===== src/rtl/glyph_scan_ctrl_pkg.sv =====
// Shared definitions for the glyph scan controller: character codes, glyph geometry
// and the raster position handed from the tracker to the fetch pipe.
package glyph_scan_ctrl_pkg;

    localparam logic [3:0] CH_0     = 4'd0;
    localparam logic [3:0] CH_1     = 4'd1;
    localparam logic [3:0] CH_2     = 4'd2;
    localparam logic [3:0] CH_3     = 4'd3;
    localparam logic [3:0] CH_4     = 4'd4;
    localparam logic [3:0] CH_5     = 4'd5;
    localparam logic [3:0] CH_6     = 4'd6;
    localparam logic [3:0] CH_7     = 4'd7;
    localparam logic [3:0] CH_8     = 4'd8;
    localparam logic [3:0] CH_9     = 4'd9;
    localparam logic [3:0] CH_ADD   = 4'd10;
    localparam logic [3:0] CH_SUB   = 4'd11;
    localparam logic [3:0] CH_MUL   = 4'd12;
    localparam logic [3:0] CH_DIV   = 4'd13;
    localparam logic [3:0] CH_EQ    = 4'd14;
    localparam logic [3:0] CH_BLANK = 4'd15;

    localparam int unsigned GLYPH_W = 5;
    localparam int unsigned GLYPH_H = 5;

    typedef struct packed {
        logic       h_act;
        logic [3:0] char_idx;
        logic [2:0] dot_col;
        logic [2:0] dot_row;
    } scan_pos_t;

endpackage


===== src/rtl/glyph_scan_ctrl_raster.sv =====
// Incremental raster tracker: derives character, dot column and dot row of the
// current pixel from pixel_x/pixel_y without any multiply or divide.
module glyph_scan_ctrl_raster
    import glyph_scan_ctrl_pkg::*;
#(
    parameter int unsigned ORIGIN_X  = 64,
    parameter int unsigned ORIGIN_Y  = 200,
    parameter int unsigned SCALE     = 8,
    parameter int unsigned NUM_CHARS = 8,
    parameter int unsigned CELL_DOTS = 6
) (
    input  logic       clk,
    input  logic       rst,
    input  logic       pix_tick_i,
    input  logic [9:0] pixel_x_i,
    input  logic [9:0] pixel_y_i,
    output scan_pos_t  pos_o
);

    localparam logic [9:0] X0        = 10'(ORIGIN_X);
    localparam logic [9:0] Y0        = 10'(ORIGIN_Y);
    localparam logic [3:0] SUB_LAST  = 4'(SCALE - 1);
    localparam logic [2:0] COL_LAST  = 3'(CELL_DOTS - 1);
    localparam logic [2:0] ROW_LAST  = 3'(GLYPH_H - 1);
    localparam logic [3:0] CHAR_LAST = 4'(NUM_CHARS - 1);

    logic [3:0] sub_y_q, sub_y_d, sub_x_q, sub_x_d;
    logic [2:0] dot_row_q, dot_row_d, dot_col_q, dot_col_d;
    logic [3:0] char_idx_q, char_idx_d;
    logic       v_act_q, v_act_d, h_act_q, h_act_d;

    // The _d values describe the pixel presented this tick, so the fetch stage
    // samples them directly to keep the total latency at two ticks.
    always_comb begin
        sub_y_d   = sub_y_q;
        dot_row_d = dot_row_q;
        v_act_d   = v_act_q;
        if (pixel_x_i == '0) begin
            if (pixel_y_i == Y0) begin
                sub_y_d   = '0;
                dot_row_d = '0;
                v_act_d   = 1'b1;
            end else if (v_act_q) begin
                if (sub_y_q == SUB_LAST) begin
                    sub_y_d = '0;
                    if (dot_row_q == ROW_LAST) begin
                        dot_row_d = '0;
                        v_act_d   = 1'b0;
                    end else begin
                        dot_row_d = dot_row_q + 3'd1;
                    end
                end else begin
                    sub_y_d = sub_y_q + 4'd1;
                end
            end
        end
    end

    always_comb begin
        sub_x_d    = sub_x_q;
        dot_col_d  = dot_col_q;
        char_idx_d = char_idx_q;
        h_act_d    = h_act_q;
        if (pixel_x_i == X0 && v_act_q) begin
            sub_x_d    = '0;
            dot_col_d  = '0;
            char_idx_d = '0;
            h_act_d    = 1'b1;
        end else if (pixel_x_i == '0) begin
            h_act_d = 1'b0;
        end else if (h_act_q) begin
            if (sub_x_q == SUB_LAST) begin
                sub_x_d = '0;
                if (dot_col_q == COL_LAST) begin
                    dot_col_d = '0;
                    if (char_idx_q == CHAR_LAST) begin
                        char_idx_d = '0;
                        h_act_d    = 1'b0;
                    end else begin
                        char_idx_d = char_idx_q + 4'd1;
                    end
                end else begin
                    dot_col_d = dot_col_q + 3'd1;
                end
            end else begin
                sub_x_d = sub_x_q + 4'd1;
            end
        end
    end

    always_ff @(posedge clk) begin
        if (rst) begin
            sub_y_q    <= '0;
            dot_row_q  <= '0;
            v_act_q    <= 1'b0;
            sub_x_q    <= '0;
            dot_col_q  <= '0;
            char_idx_q <= '0;
            h_act_q    <= 1'b0;
        end else if (pix_tick_i) begin
            sub_y_q    <= sub_y_d;
            dot_row_q  <= dot_row_d;
            v_act_q    <= v_act_d;
            sub_x_q    <= sub_x_d;
            dot_col_q  <= dot_col_d;
            char_idx_q <= char_idx_d;
            h_act_q    <= h_act_d;
        end
    end

    assign pos_o = {h_act_d, char_idx_d, dot_col_d, dot_row_d};

endmodule


===== src/rtl/glyph_scan_ctrl.sv =====
// Glyph scan controller: display string register file, raster tracking and the
// two-stage glyph fetch / pixel serialise pipe feeding the VGA output.
module glyph_scan_ctrl
    import glyph_scan_ctrl_pkg::*;
#(
    parameter int unsigned ORIGIN_X  = 64,
    parameter int unsigned ORIGIN_Y  = 200,
    parameter int unsigned SCALE     = 8,
    parameter int unsigned NUM_CHARS = 8,
    parameter int unsigned CELL_DOTS = 6
) (
    input  logic       clk,
    input  logic       rst,
    input  logic       pix_tick,
    input  logic [9:0] pixel_x,
    input  logic [9:0] pixel_y,
    input  logic       video_on,
    input  logic       wr_en,
    input  logic [3:0] wr_addr,
    input  logic [3:0] wr_char,
    output logic [3:0] glyph_sel,
    output logic [2:0] glyph_row,
    input  logic [4:0] glyph_code,
    output logic       pixel_on
);

    scan_pos_t  pos;
    logic [3:0] slot_q [16];

    logic [3:0] s0_sel_q, s0_sel_d;
    logic [2:0] s0_row_q, s0_row_d;
    logic [2:0] s0_col_q, s0_col_d;
    logic       s0_act_q, s0_act_d;
    logic       pix_q, pix_d;
    logic [4:0] code_shift;

    glyph_scan_ctrl_raster #(
        .ORIGIN_X  (ORIGIN_X),
        .ORIGIN_Y  (ORIGIN_Y),
        .SCALE     (SCALE),
        .NUM_CHARS (NUM_CHARS),
        .CELL_DOTS (CELL_DOTS)
    ) u_raster (
        .clk        (clk),
        .rst        (rst),
        .pix_tick_i (pix_tick),
        .pixel_x_i  (pixel_x),
        .pixel_y_i  (pixel_y),
        .pos_o      (pos)
    );

    // Sized to the full 4-bit address space; slots at or above NUM_CHARS are never written.
    always_ff @(posedge clk) begin
        if (rst) begin
            for (int unsigned i = 0; i < 16; i++) slot_q[i] <= CH_BLANK;
        end else if (wr_en && (32'(wr_addr) < NUM_CHARS)) begin
            slot_q[wr_addr] <= wr_char;
        end
    end

    always_comb begin
        s0_sel_d   = pos.h_act ? slot_q[pos.char_idx] : CH_BLANK;
        s0_row_d   = pos.dot_row;
        s0_col_d   = pos.dot_col;
        s0_act_d   = pos.h_act & video_on;
        code_shift = glyph_code << s0_col_q;
        pix_d      = s0_act_q & (s0_col_q < 3'(GLYPH_W)) & code_shift[4];
    end

    always_ff @(posedge clk) begin
        if (rst) begin
            s0_sel_q <= CH_BLANK;
            s0_row_q <= '0;
            s0_col_q <= '0;
            s0_act_q <= 1'b0;
            pix_q    <= 1'b0;
        end else if (pix_tick) begin
            s0_sel_q <= s0_sel_d;
            s0_row_q <= s0_row_d;
            s0_col_q <= s0_col_d;
            s0_act_q <= s0_act_d;
            pix_q    <= pix_d;
        end
    end

    assign glyph_sel = s0_sel_q;
    assign glyph_row = s0_row_q;
    assign pixel_on  = pix_q;

endmodule


===== config.mk =====
export PLATFORM = sky130hd
export DESIGN_NAME = glyph_scan_ctrl
export DESIGN_NICKNAME = d
export VERILOG_FILES = /design/src/rtl/glyph_scan_ctrl_pkg.sv /design/src/rtl/glyph_scan_ctrl_raster.sv /design/src/rtl/glyph_scan_ctrl.sv
export SDC_FILE = /design/constraint.sdc
export NUM_CORES = 1
export LEC_CHECK = 0
export CORE_MARGIN = 5
export CORE_UTILIZATION = 45
export CTS_BUF_LIST = sky130_fd_sc_hd__clkbuf_8
export CTS_CLUSTER_SIZE = 8
export DETAILED_ROUTE_END_ITERATION = 7
export GPL_ROUTABILITY_DRIVEN = 0
export PLACE_DENSITY = 0.76
export SETUP_SLACK_MARGIN = 0.05
export SYNTH_ARGS = -nofsm -noshare
export SYNTH_HDL_FRONTEND = slang
export SYNTH_HIERARCHICAL = 1
export SYNTH_SLANG_ARGS = --single-unit

===== constraint.sdc =====
create_clock -name clk -period 7 [get_ports clk]
set_clock_uncertainty 0.05 [all_clocks]
set_input_delay 0.7 -clock clk [delete_from_list [all_inputs] [get_ports clk]]
set_output_delay 0.7 -clock clk [all_outputs]
set_load 0.01 [all_outputs]

Word level (Yosys, flattened, before mapping)
Memory sizes are Yosys's and may differ from the RTL's.
Index checks and enable logic that the tools add are counted.
Storage, ports and cells
  word-level logic and storage cells: 85
  input bits: 38
  RAM bits: 64
  register bits after elaboration: 26
  output and inout bits: 8
  memories kept: 1
Operators by class
  add/subtract/negate cells: 5
  muxes and demuxes: 42
  shifts and indexed selects: 1
  equal/unequal tests: 8
  bitwise operators: 3
  reduce and logical (&&, ||, !) cells: 13
  order comparisons: 2
Memory list
  slot_q: words 16, bits a word 4, rd ports 1, clocked after Yosys merged registers in 0, wr ports 16, RTL line glyph_scan_ctrl.sv:28  | logic [3:0] slot_q [16];
Operators with widths (number)
  $mux W4: 16
  $mux W3: 10
  $mux W1: 16
  $add A4 B1 Y4 const B: 3
  $eq A4 B3 Y1 const B: 3
  $eq A10 B7 Y1 const B: 1
  $eq A10 B8 Y1 const B: 1
  $logic_not A10 Y1: 1
  $reduce_and A4 Y1: 2
  $reduce_bool A2 Y1: 4
  $add A3 B1 Y3 const B: 2
  $eq A3 B3 Y1 const B: 2
  $reduce_and A3 Y1: 2
  $shl A5 B3 Y5: 1
  $lt A4 B4 Y1 const B: 1
  $reduce_or A4 Y1: 1
  $and A1 B1 Y1: 3
  $lt A3 B3 Y1 const B: 1
  $logic_and A1 B1 Y1: 2
  $ne A2 B2 Y1 const B: 1
  $reduce_and A2 Y1: 1

Depth between registers and ports, before layout
An unclocked memory read counts as a cell.
  depth after elaboration: 9
  depth in mapped cells: 13
  depth with buffers taken out: 9

Cells and area by module
Netlist, hierarchy kept.
By module, submodules not included
  glyph_scan_ctrl: sequential area each 2162.1 µm², cells an instance 230, times used 1, area an instance 3337.0 µm²
  glyph_scan_ctrl_raster: sequential area each 400.4 µm², cells an instance 192, times used 1, area an instance 1566.5 µm²

Worst setup path before layout
OpenSTA, ideal clock, no wires.
  path kind: input -> register
  start: in pixel_x[3]
  end: reg s0_sel_q[2] (netlist: glyph_sel[2])
  buffers on the path: 3
  data required time: 6826 ps
  arrival: 3168 ps
  setup slack: 3658 ps
  setup time: 124 ps
  stages: 11
  cells stage by stage: or4_4 > buf_6 > o31ai_4 > o21ai_0 > a21oi_1 > buf_6 > buf_8 > mux4_1 > mux2_2 > nand2_1 > a31oi_1
RTL lines
  from (decl): RTL line glyph_scan_ctrl.sv:15  | input logic [9:0] pixel_x,
  to (signal assigned): RTL line glyph_scan_ctrl.sv:78  | s0_sel_q <= s0_sel_d;
  to (decl): RTL line glyph_scan_ctrl.sv:30  | logic [3:0] s0_sel_q, s0_sel_d;

==> out/qor.csv <==
metric,value,unit
Post-CTS Setup Bufs,0,
largest net degree at the start of global routing,75,
critical path cell sequence,clkdlybuf4s50_1 > or4_4 > o31ai_4 > o21ai_0 > a21oi_1 > buf_4 > mux4_1 > mux2_2 > nand2_1 > a31oi_1,
Rel. slew slack,0.299,
first-pass GRT wire length,17100,um
total CTS buffers,9,
H-tree lvl count,3,
ys async rst share,0,
routed wire length,10400,um
post-synthesis mux area share,0.107,
clock sink count,96,
WP data required,7190,ps
worst vdd ir,0.115,mV
Post-synth EDFFs,64,
routed len/inst,16.6,um
Post-Syn Instances,422,
Critical Path Fanout Max,15,
status,finished clean,
Final Hold Violating Endpoints,0,
Residual DRC,0,
setup_tns,0,ps
reg2reg start,u_raster/h_act_q,
Die Wd,114,um
slack of the critical path,3390,ps
largest family of logic cells by synthesized area,simple AND/OR/NAND/NOR gates,
Leak Pwr,1.88,nW
Slew @ Worst Pin,1050,ps
DIE HEIGHT,114,um
Core Area,10700,um2
"Avg Cell Area, Syn",11.6,um2
DR iter-0 viols,185,
Fin Hold WS,428,ps
RSZ-0062 raised after global routing,no,
sequential share of the synthesized area,0.523,
worst setup path end,glyph_sel[3],
diode count,0,
Worst Setup Start Kind,input pin,
post-synthesis compound-gate area fraction,0.115,
Tmin final,3610,ps
period utilization,0.516,
clock latency on the worst-skew pair,360,ps
Synth cell types,66,
max incr delay on CP,630,ps
maximum clock frequency,277,MHz
post-place setup slack,3050,ps
PwrDens,183,nW/um2
Arrival @ worst endpoint,3800,ps
WS Path Type,in2reg,
"Top FF cell, synth",edfxtp_1,
Synth Area in XOR/XNOR,0,
Max clock buf depth,2,
initial core utilization,0.456,
vias in the first global route,3512,
Port Buf Inserts,45,
Ports,46,
DRT antenna net count,0,
#FFs+latches synth,96,
crit path max-delay cell type,or4_4,
post-CTS sizing,0,
Synth-to-Final Area Change,16.2,%
gr usage total,0.164,
layout cells sized above 1,0.127,
critical path startpoint,pixel_x[3],
drt first pass iters,5,
max cap viols,0,
overall power,1.04,mW
synthesized cell area,4900,um2
worst reg2reg endpoint,glyph_sel[3],
CTS tree,yes,
Via density,5.60,
Synth Area in Simple Gates,0.205,
CTS Hold Bufs,0,
endpoints failing setup,0,
initial antenna violation count,0,
detailed placement HPWL,7510,um
Slew Limit Fails,0,
clk root buf,clkbuf_8,
Crit. End Element,flip-flop,
"reg-to-reg slack, setup",4130,ps
grt total ovfl,0,
die area,13100,um2
row count,38,
Layout Utilization,0.530,
nets@finish,525,
Hold Crit Class,reg2reg,
synth warn,6,
"CTS clk-pin slew, worst paths",90,ps
adder-cell share of the synthesized area,0.0128,
Register-to-Register Path Depth,8,
via count,3509,
## area by class of cell
| class | instances | area, um2 |
|---|---|---|
| Inverter | 8 | 30.0 |
| Timing Repair Buffer | 48 | 468 |
| Fill cell | 960 | 5050 |
| Clock inverter | 7 | 46.3 |
| Multi-Input combinational cell | 319 | 2290 |
| Tap cell | 140 | 175 |
| Sequential cell | 96 | 2560 |
| Clock buffer | 9 | 124 |
## per-stage QoR
stage,instances,cell area (um2)
4_1_cts,627,5700
6_report,627,5700
2_1_floorplan,453,5020
5_1_grt,627,5700
3_5_place_dp,611,5530
3_3_place_gp,611,5530
## placed cells by master, fill, tap and decap left out, types with 7 or more instances in the layout
cell / synthesis / layout
a21oi_1: 18 / 18
a31oi_1: 11 / 11
clkbuf_8: 0 / 9
clkdlybuf4s50_1: 0 / 44
conb_1: 1 / 32
dfxtp_1: 32 / 32
edfxtp_1: 64 / 64
inv_1: 8 / 8
mux2i_1: 25 / 25
mux4_1: 7 / 7
nand2_1: 27 / 27
nand2b_1: 16 / 16
nand3_1: 15 / 15
nand4_1: 7 / 7
nor2_1: 18 / 18
nor2b_1: 9 / 9
nor3_1: 9 / 9
o21ai_0: 9 / 9
or2_2: 28 / 28
## metal layers
metal / vias up / global-route usage / share of wire / wire (um)
li1: 1708 / - / - / -
met1: 1704 / 0.205 / 0.44 / 4540
met2: 91 / 0.288 / 0.51 / 5310
met3: 6 / 0.0333 / 0.049 / 512
met4: 0 / 0.0435 / 0.0068 / 71
met5: - / 0 / 0 / 0
## cells by family (layout without fill, tap and decap cells)
logic type      after synthesis  count (layout)
fa+ha+maj                     5               5
simple gates                167             167
buf+inv                      38              72
compound gates               77              77
other cells                   1              32
mux                          38              38
flops                        96              96
## state kept, by name, summed over array words and instances, names as in the netlist
signal and flops:
s0_act_q 1, u_raster/v_act_q 1, u_raster/dot_col_q 3, pixel_on 1
u_raster/sub_y_q 4, slot_q 64, glyph_row 3, u_raster/sub_x_q 4
u_raster/char_idx_q 4, s0_col_q 3, u_raster/dot_row_q 3, u_raster/h_act_q 1
glyph_sel 4
## critical path: cells and delay by family
family,cells,cell delay (ps)
muxes,2,880
AOI/OAI and AO/OA,4,840
and+or+nand+nor,2,700
buffers and inverters,2,680
## how the worst min path moves through the flow
| stage | cells past startpoint | slack (ps) | from | to |
|---|---|---|---|---|
| floorplan | 2 | 400 | s0_act_q | s0_act_q |
| global placement | 2 | 410 | pixel_on | pixel_on |
| detailed placement | 2 | 420 | s0_act_q | s0_act_q |
| finish | 2 | 430 | s0_act_q | s0_act_q |
| CTS | 2 | 430 | s0_act_q | s0_act_q |
| global route | 2 | 460 | s0_act_q | s0_act_q |
## power by group
group	internal [mW]	leakage (nW)	total, mW	switching, mW
sequential	0.633	0.893	0.643	0.0102
clock	0.130	0.0904	0.322	0.192
combinational	0.0378	0.894	0.0779	0.0401
## synthesized netlist by cell type, drive strengths merged, types with 7 or more instances
master,count,share of area
edfxtp,64,0.39
dfxtp,32,0.13
or2,29,0.037
nand2,27,0.021
mux2i,25,0.051
clkbuf,21,0.016
a21oi,18,0.018
nor2,18,0.014
nand2b,16,0.020
nand3,15,0.015
a31oi,11,0.014
nor3,10,0.013
o21ai,10,0.010
buf,9,0.015
mux4,9,0.047
nor2b,9,0.011
inv,8,0.0061
nand4,7,0.0089
No activity file was read; power rests on OpenSTA's default activity.
